===== src/rtl/instr_fetch_master.sv =====
// -----------------------------------------------------------------------------
// instr_fetch_master
//
// Instruction-fetch initiator. Walks a program counter in DATA_WIDTH/8-byte
// steps, issues one read per cycle to the instruction memory, buffers the
// returned words (with their byte addresses) in a small FIFO and presents the
// FIFO head to the core over a valid/ready handshake. A one-cycle branch
// strobe flushes everything and restarts fetching at the branch target.
// Address MSB=1 is boot ROM, MSB=0 is instruction RAM; the memory decodes
// that itself, so nothing here treats the boundary specially.
//
// Optional build macro: FETCH_MISALIGN_ERR_EN
//   defined   : a branch to a non word-aligned target raises the sticky
//               misalign_err_o and halts fetching until a word-aligned branch.
//   undefined : the low target bits are silently zeroed, misalign_err_o = 0.
//
// Ports
//   clk, rst        : clock (rising edge), synchronous active-high reset
//   fetch_en_i      : permits new memory requests
//   branch_i        : one-cycle redirect strobe
//   branch_addr_i   : redirect target byte address
//   instr_valid_o   : FIFO head is valid
//   instr_ready_i   : core accepts the FIFO head
//   instr_rdata_o   : FIFO head instruction word
//   instr_addr_o    : FIFO head byte address
//   misalign_err_o  : sticky misaligned-branch flag
//   mem_en_o        : memory request strobe
//   mem_addr_o      : memory request byte address
//   mem_we_o        : always 0 (read-only initiator)
//   mem_be_o        : always all-ones
//   mem_wdata_o     : always 0
//   mem_rdata_i     : read data, valid the cycle after mem_en_o
// -----------------------------------------------------------------------------
module instr_fetch_master #(
  parameter int                    ADDR_WIDTH = 16,
  parameter int                    DATA_WIDTH = 32,
  parameter int                    FIFO_DEPTH = 4,
  parameter logic [ADDR_WIDTH-1:0] BOOT_ADDR  = 16'h8000
) (
  input  logic                      clk,
  input  logic                      rst,
  input  logic                      fetch_en_i,
  input  logic                      branch_i,
  input  logic [ADDR_WIDTH-1:0]     branch_addr_i,
  output logic                      instr_valid_o,
  input  logic                      instr_ready_i,
  output logic [DATA_WIDTH-1:0]     instr_rdata_o,
  output logic [ADDR_WIDTH-1:0]     instr_addr_o,
  output logic                      misalign_err_o,
  output logic                      mem_en_o,
  output logic [ADDR_WIDTH-1:0]     mem_addr_o,
  output logic                      mem_we_o,
  output logic [DATA_WIDTH/8-1:0]   mem_be_o,
  output logic [DATA_WIDTH-1:0]     mem_wdata_o,
  input  logic [DATA_WIDTH-1:0]     mem_rdata_i
);

  localparam int BYTES = DATA_WIDTH / 8;
  localparam int PTR_W = $clog2(FIFO_DEPTH);
  localparam int CNT_W = PTR_W + 1;

  localparam logic [ADDR_WIDTH-1:0] STRIDE     = ADDR_WIDTH'(BYTES);
  localparam logic [ADDR_WIDTH-1:0] ALIGN_MASK = ADDR_WIDTH'(BYTES - 1);
  localparam logic [CNT_W:0]        DEPTH_C    = (CNT_W + 1)'(FIFO_DEPTH);

  // ---------------------------------------------------------------------------
  // State
  // ---------------------------------------------------------------------------
  logic [ADDR_WIDTH-1:0] pc_q, pc_d;
  logic                  pend_q, pend_d;
  logic [ADDR_WIDTH-1:0] pend_addr_q, pend_addr_d;

  logic [DATA_WIDTH-1:0] fifo_data_q [FIFO_DEPTH];
  logic [DATA_WIDTH-1:0] fifo_data_d [FIFO_DEPTH];
  logic [ADDR_WIDTH-1:0] fifo_addr_q [FIFO_DEPTH];
  logic [ADDR_WIDTH-1:0] fifo_addr_d [FIFO_DEPTH];
  logic [PTR_W-1:0]      wr_ptr_q, wr_ptr_d;
  logic [PTR_W-1:0]      rd_ptr_q, rd_ptr_d;
  logic [CNT_W-1:0]      count_q, count_d;

  logic                  halt_s;
  logic                  pop_raw_s;
  logic                  pop_s;
  logic                  push_s;
  logic                  issue_s;
  logic [CNT_W:0]        occ_s;

`ifdef FETCH_MISALIGN_ERR_EN
  typedef enum logic {
    ST_RUN  = 1'b0,
    ST_HALT = 1'b1
  } state_t;

  state_t state_q, state_d;
  logic   err_q, err_d;
  logic   misalign_s;

  // RUN/HALT next state: only a branch moves the FSM; its alignment decides where.
  always_comb begin
    misalign_s = ((branch_addr_i & ALIGN_MASK) != {ADDR_WIDTH{1'b0}});
    state_d    = state_q;
    err_d      = err_q;
    case (state_q)
      ST_RUN, ST_HALT: begin
        if (branch_i) begin
          if (misalign_s) begin
            state_d = ST_HALT;
            err_d   = 1'b1;
          end else begin
            state_d = ST_RUN;
            err_d   = 1'b0;
          end
        end else begin
          state_d = state_q;
          err_d   = err_q;
        end
      end
      default: begin
        state_d = ST_RUN;
        err_d   = 1'b0;
      end
    endcase
  end

  // RUN/HALT state and sticky error flag registers.
  always_ff @(posedge clk) begin
    if (rst) begin
      state_q <= ST_RUN;
      err_q   <= 1'b0;
    end else begin
      state_q <= state_d;
      err_q   <= err_d;
    end
  end

  assign halt_s         = (state_q == ST_HALT);
  assign misalign_err_o = err_q;
`else
  assign halt_s         = 1'b0;
  assign misalign_err_o = 1'b0;
`endif

  // ---------------------------------------------------------------------------
  // Request issue and handshake qualifiers
  // ---------------------------------------------------------------------------
  // A request is only issued if the FIFO is certain to have room for its
  // response next cycle: current words plus the one in flight, less the word
  // being popped now. That is what makes overflow impossible.
  always_comb begin
    pop_raw_s = (count_q != {CNT_W{1'b0}}) & instr_ready_i;
    occ_s     = {1'b0, count_q} + (CNT_W + 1)'(pend_q) - (CNT_W + 1)'(pop_raw_s);
    issue_s   = fetch_en_i & ~branch_i & ~halt_s & (occ_s < DEPTH_C);
    pop_s     = pop_raw_s & ~branch_i;
    push_s    = pend_q & ~branch_i;
  end

  // Program counter and in-flight tracking; branch overrides everything.
  always_comb begin
    pc_d        = pc_q;
    pend_d      = 1'b0;
    pend_addr_d = pend_addr_q;
    if (branch_i) begin
      pc_d   = branch_addr_i & ~ALIGN_MASK;
      pend_d = 1'b0;
    end else if (issue_s) begin
      pc_d        = pc_q + STRIDE;
      pend_d      = 1'b1;
      pend_addr_d = pc_q;
    end else begin
      pc_d   = pc_q;
      pend_d = 1'b0;
    end
  end

  // FIFO next state: branch clears it; otherwise push the returning word and/or pop the head.
  always_comb begin
    fifo_data_d = fifo_data_q;
    fifo_addr_d = fifo_addr_q;
    wr_ptr_d    = wr_ptr_q;
    rd_ptr_d    = rd_ptr_q;
    count_d     = count_q;
    if (branch_i) begin
      wr_ptr_d = {PTR_W{1'b0}};
      rd_ptr_d = {PTR_W{1'b0}};
      count_d  = {CNT_W{1'b0}};
    end else begin
      if (push_s) begin
        fifo_data_d[wr_ptr_q] = mem_rdata_i;
        fifo_addr_d[wr_ptr_q] = pend_addr_q;
        wr_ptr_d              = wr_ptr_q + PTR_W'(1);
      end else begin
        wr_ptr_d = wr_ptr_q;
      end
      if (pop_s) begin
        rd_ptr_d = rd_ptr_q + PTR_W'(1);
      end else begin
        rd_ptr_d = rd_ptr_q;
      end
      case ({push_s, pop_s})
        2'b10:   count_d = count_q + CNT_W'(1);
        2'b01:   count_d = count_q - CNT_W'(1);
        default: count_d = count_q;
      endcase
    end
  end

  // Fetch datapath registers; reset also zeroes the storage so the head reads 0.
  always_ff @(posedge clk) begin
    if (rst) begin
      pc_q        <= BOOT_ADDR;
      pend_q      <= 1'b0;
      pend_addr_q <= {ADDR_WIDTH{1'b0}};
      wr_ptr_q    <= {PTR_W{1'b0}};
      rd_ptr_q    <= {PTR_W{1'b0}};
      count_q     <= {CNT_W{1'b0}};
      for (int i = 0; i < FIFO_DEPTH; i++) begin
        fifo_data_q[i] <= {DATA_WIDTH{1'b0}};
        fifo_addr_q[i] <= {ADDR_WIDTH{1'b0}};
      end
    end else begin
      pc_q        <= pc_d;
      pend_q      <= pend_d;
      pend_addr_q <= pend_addr_d;
      wr_ptr_q    <= wr_ptr_d;
      rd_ptr_q    <= rd_ptr_d;
      count_q     <= count_d;
      for (int i = 0; i < FIFO_DEPTH; i++) begin
        fifo_data_q[i] <= fifo_data_d[i];
        fifo_addr_q[i] <= fifo_addr_d[i];
      end
    end
  end

  // ---------------------------------------------------------------------------
  // Outputs
  // ---------------------------------------------------------------------------
  // Head outputs come straight from FIFO storage, so mem_rdata_i never reaches
  // instr_rdata_o in the same cycle.
  assign instr_valid_o = (count_q != {CNT_W{1'b0}});
  assign instr_rdata_o = fifo_data_q[rd_ptr_q];
  assign instr_addr_o  = fifo_addr_q[rd_ptr_q];

  assign mem_en_o    = issue_s;
  assign mem_addr_o  = pc_q;
  assign mem_we_o    = 1'b0;
  assign mem_be_o    = {BYTES{1'b1}};
  assign mem_wdata_o = {DATA_WIDTH{1'b0}};

endmodule


===== config.mk =====
export PLATFORM = sky130hd
export DESIGN_NAME = instr_fetch_master
export DESIGN_NICKNAME = d
export VERILOG_FILES = /design/src/rtl/instr_fetch_master.sv
export SDC_FILE = /design/constraint.sdc
export NUM_CORES = 1
export LEC_CHECK = 0
export BUFFER_PORTS_ARGS = -buffer_cell sky130_fd_sc_hd__buf_2
export CAP_MARGIN = 10
export CORE_ASPECT_RATIO = 1.2
export CORE_MARGIN = 2
export CORE_UTILIZATION = 30
export CTS_CLUSTER_SIZE = 30
export DETAILED_ROUTE_END_ITERATION = 8
export PLACE_DENSITY = 0.52
export SLEW_MARGIN = 30
export SYNTH_ARGS = -nofsm -noshare
export SYNTH_HDL_FRONTEND = slang
export SYNTH_SLANG_ARGS = --single-unit

===== constraint.sdc =====
create_clock -name clk -period 7.35 [get_ports clk]
set_clock_uncertainty 0.2 [all_clocks]
set_input_delay 0.3675 -clock clk [delete_from_list [all_inputs] [get_ports clk]]
set_output_delay 0.3675 -clock clk [all_outputs]
set_load 0.01 [all_outputs]

== After elaboration in Yosys (flattened, before gate mapping) ==
Cells that the tools add are included.
Cells by class
  add/sub/neg operators: 7
  magnitude comparators: 4
  equality and inequality tests: 2
  multiplexer cells: 16
  bitwise gates (word level): 8
  reduce and logical (&&, ||, !) cells: 7
Operators with widths (count)
  $bwmux 128: 1
  $mux 32: 3
  $mux 16: 5
  $bmux 32 s2: 1
  $bwmux 64: 1
  $demux 32 s2: 1
  $bmux 16 s2: 1
  $demux 16 s2: 1
  $add 16x3->16 const B: 1
  $ge 3x3->1 const B: 2
  $not 2->3: 2
  $pmux 3 s2: 1
  $and 1x1->1: 5
  $add 2x1->2 const B: 2
  $add 3x1->4: 1
  $lt 4x3->1 const B: 1
  $reduce_and 2->1: 2
  $reduce_bool 2->1: 2
  $sub 4x1->4: 1
  $add 3x1->3 const B: 1
  $lt 3x1->1 const B: 1
  $reduce_bool 3->1: 1
  $sub 3x1->3 const B: 1
  $eq 2x1->1 const B: 1
  5 further kinds: 5
Word-level totals
  register bits after elaboration: 232
  input bits: 53
  output and inout bits: 104
  logic and storage cells: 59

== Depth between registers and ports, before layout ==
  depth after elaboration: 7
  gate-level depth with buffers: 10
  depth with buffers taken out: 9

== Worst setup path before layout ==
Ideal clock, no wire load.
  path type: flip-flop to output port
  from: register count_q[2]
  to: output port mem_en_o
  arrival time: 2.200 ns
  path slack: 4.582 ns
  cell stages (with the launch flop): 9
  path buffers: 1
  cell sequence: dfxtp_1 -> o31a_1 -> ha_1 -> inv_1 -> ha_1 -> and3b_2 -> a211o_4 -> a211oi_4 -> buf_8
Between the ends
  longest elaborated chain between the ends: 5
  elaborated cells between the ends (all ways): 6
Ends and longest elaborated chain
  start, declared: RTL line 79  | logic [CNT_W-1:0] count_q, count_d;
  start signal, assigned: RTL line 215  | count_q <= {CNT_W{1'b0}};
  start signal, assigned: RTL line 226  | count_q <= count_d;
  parallel branches: the longest is 2 deep, another holds $add 3x1->4
  $sub 4x1->4 (*): RTL line 151  | occ_s = {1'b0, count_q} + (CNT_W + 1)'(pend_q) - (CNT_W + 1)'(pop_raw_s);
  $lt 4x3->1 (*): RTL line 152  | issue_s = fetch_en_i & ~branch_i & ~halt_s & (occ_s < DEPTH_C);
  $and 1x1->1 (*): RTL line 152
  end, declared: RTL line 50  | output logic mem_en_o,
Mark *: on every way between the ends.

== Worst setup path after layout ==
Ends and elaborated chain as after synthesis.

==> impl_metrics.env <==
export IMPL_outcome="finished, violations left"
export IMPL_violations="design-rule violations"
export IMPL_fillers=3280
export IMPL_antenna_found_initial=1
export IMPL_yosysWarnings=0
export IMPL_synth_edf_count=0
export IMPL_vias=7786
export IMPL_wl_per_cell_um=16.0
export IMPL_synth_area_top_cells="dfxtp_1, nand2_1, mux4_2"
export IMPL_portBuffers=112
export IMPL_peakVddDrop_v=0.000134
export IMPL_rsz0062_at_grt="false"
export IMPL_synth_common_cells="nand2_1, dfxtp_1, a21oi_1, clkbuf_1, mux4_2"
export IMPL_area_growth_synth_to_final_pct=20.6
export IMPL_synth_cells=1111
export IMPL_grt_first_pass_wirelength_um=41300
export IMPL_design_area_um2=11600
export IMPL_post_cts_buffers=0
export IMPL_cts_root_buf="clkbuf_16"
export IMPL_post_cts_resized=0
export IMPL_die_y_um=200
export IMPL_hpwl_um=15100
export IMPL_clock_latency_ns=0.52
export IMPL_cts_path_max_buffers=3
export IMPL_ant_nets=0
export IMPL_required_ns=6.78
export IMPL_grt_use_total_pct=15.5
export IMPL_fin_setup_tns_ns=0
export IMPL_ys_ff_latch=220
export IMPL_period_share_pct=48.6
export IMPL_drv_cap=0
export IMPL_gp_congestion=0.741
export IMPL_finalHoldViolations=0
export IMPL_cts_clk_slew_worst_paths_ns=0.06
export IMPL_grt_pass1_vias=7356
export IMPL_die_x_um=167
export IMPL_async_flop_share_pct=0
export IMPL_yosys_most_used_dff="dfxtp_1"
export IMPL_first_iter_violations=589
export IMPL_end_kind="output pin"
export IMPL_synth_top_area_cell="dfxtp_1"
export IMPL_cp_start_kind="flip-flop"
export IMPL_worstSetupPathType="reg -> out"
export IMPL_syn_area_per_cell_um2=8.64
export IMPL_route_detailed_drc=12
export IMPL_core_area_um2=31400
export IMPL_viasPerCell=4.73
export IMPL_yosysSeqAreaShare_pct=45.9
export IMPL_yosys_area_top_type_share_pct=45.9
export IMPL_wirelength_um=26400
export IMPL_setup_viol=0
export IMPL_finalNetCount=1293
export IMPL_finalPower_mw=2.56
export IMPL_cts_sinks=220
export IMPL_p_per_area_nw_per_um2=221
export IMPL_rows=71
export IMPL_syn_area_um2=9600
export IMPL_tightest_slew_ns=0.911
export IMPL_hold_ws_ns=0.00440
export IMPL_cts_max_level=1
export IMPL_regArea_um2=4410
export IMPL_ioPinCount=157
export IMPL_crit_arrival_ns=3.01
export IMPL_start_util_pct=30.5
export IMPL_gr_total_overflow=0
export IMPL_fmax_ghz=0.280
export IMPL_fin_crit_ns=3.57
export IMPL_dieArea_um2=33500
export IMPL_holdCritPathClass="in -> reg"
export IMPL_cts_hold_buf=45
export IMPL_p_leak_nw=4.17
export IMPL_dpl_cell_area_um2=10300
export IMPL_drive_above_1_share_pct=18.3
export IMPL_slew_headroom_pct=39.3
export IMPL_dr_pass1_iters=7
export IMPL_grt_max_degree=116
export IMPL_drv_slew=0
export IMPL_cts_buffers=26
export IMPL_synth_most_common_cell="nand2_1"
export IMPL_tritoncts="built"
export IMPL_cp_max_fo=14
export IMPL_multi_input_area_um2=4610
export IMPL_synth_cell_type_count=43
## sequential cells by signal (all words and copies together) (netlist names)
signal / flops
pend_addr_q: 14
count_q: 3
wr_ptr_q: 2
pend_q: 1
fifo_data_q: 128
mem_addr_o: 14
fifo_addr_q: 56
rd_ptr_q: 2
## stage by stage
step                utilization (%)  instances  setup slack (ns)
floorplan                         -       1151              4.58
detailed placement             32.7       1557              4.28
global route                   36.8       1647              3.60
global placement               32.6       1555              3.86
finish                         36.8       1647              3.78
CTS                            36.8       1645              3.73
## cells by family after synthesis
family / synth area share [%]
adders and majority gates: 1.38
xor gates and xnor gates: 1.64
other: 0.0782
buffers and inverters: 7.79
DFF: 45.9
AOI/OAI and AO/OA: 13.3
and+or+nand+nor: 17.5
muxes: 12.5
## routing by layer
metal / GRT usage, % / share of wire, % / vias to the layer above
met5: 0 / 0 / -
met4: 3.51 / 1.5 / 0
met3: 2.43 / 5.4 / 28
met2: 27.7 / 49 / 215
met1: 19.9 / 44 / 3683
li1: - / - / 3860
## final timing paths
check        cells past startpoint  slack, ns                           end                         from
max                              8       3.78                      mem_en_o      count_q[2]$_SDFFE_PP0P_
min                              4      0.004    mem_addr_o[2]$_SDFFE_PP0P_             branch_addr_i[2]
max reg2reg                     10       4.29  pend_addr_q[13]$_SDFFE_PP0P_      count_q[2]$_SDFFE_PP0P_
min reg2reg                      2       0.25   fifo_addr_q[6]$_SDFFE_PP0P_  fifo_addr_q[6]$_SDFFE_PP0P_
## power breakdown
group	leakage, nW	switching, mW	internal (mW)
Sequential	1.78	0.0169	1.20
Combinational	1.99	0.0742	0.0522
Clock	0.401	0.483	0.733
Total	4.17	0.574	1.99
## critical path, stage by stage (launching register included)
cell,delay (ns)
dfxtp_1,0.35
o31a_1,0.33
ha_1,0.18
inv_1,0.05
ha_1,0.21
and3b_2,0.21
a211o_4,0.36
a211oi_4,0.56
buf_2,0.24
## cells in the final DEF (no fill, tap or decap), drive strengths merged, types with 5 or more instances in the layout
| master | count |
|---|---|
| a21oi | 203 |
| and2 | 6 |
| buf | 126 |
| clkbuf | 39 |
| conb | 42 |
| dfxtp | 220 |
| dlygate4sd3 | 45 |
| ha | 9 |
| inv | 21 |
| mux2i | 15 |
| mux4 | 46 |
| nand2 | 381 |
| nor2 | 22 |
| o21a | 11 |
| xnor2 | 5 |
| xor2 | 13 |
## final cells by class
type,instances,share of cell area (%)
Multi-Input combinational cell,790,39.8
Sequential cell,220,38.1
Timing Repair Buffer,171,10.0
Clock buffer,39,6.83
Tap cell,401,4.33
Inverter,21,0.681
Clock inverter,4,0.194
Antenna cell,1,0.0216
(Power assumes the default switching activity.)
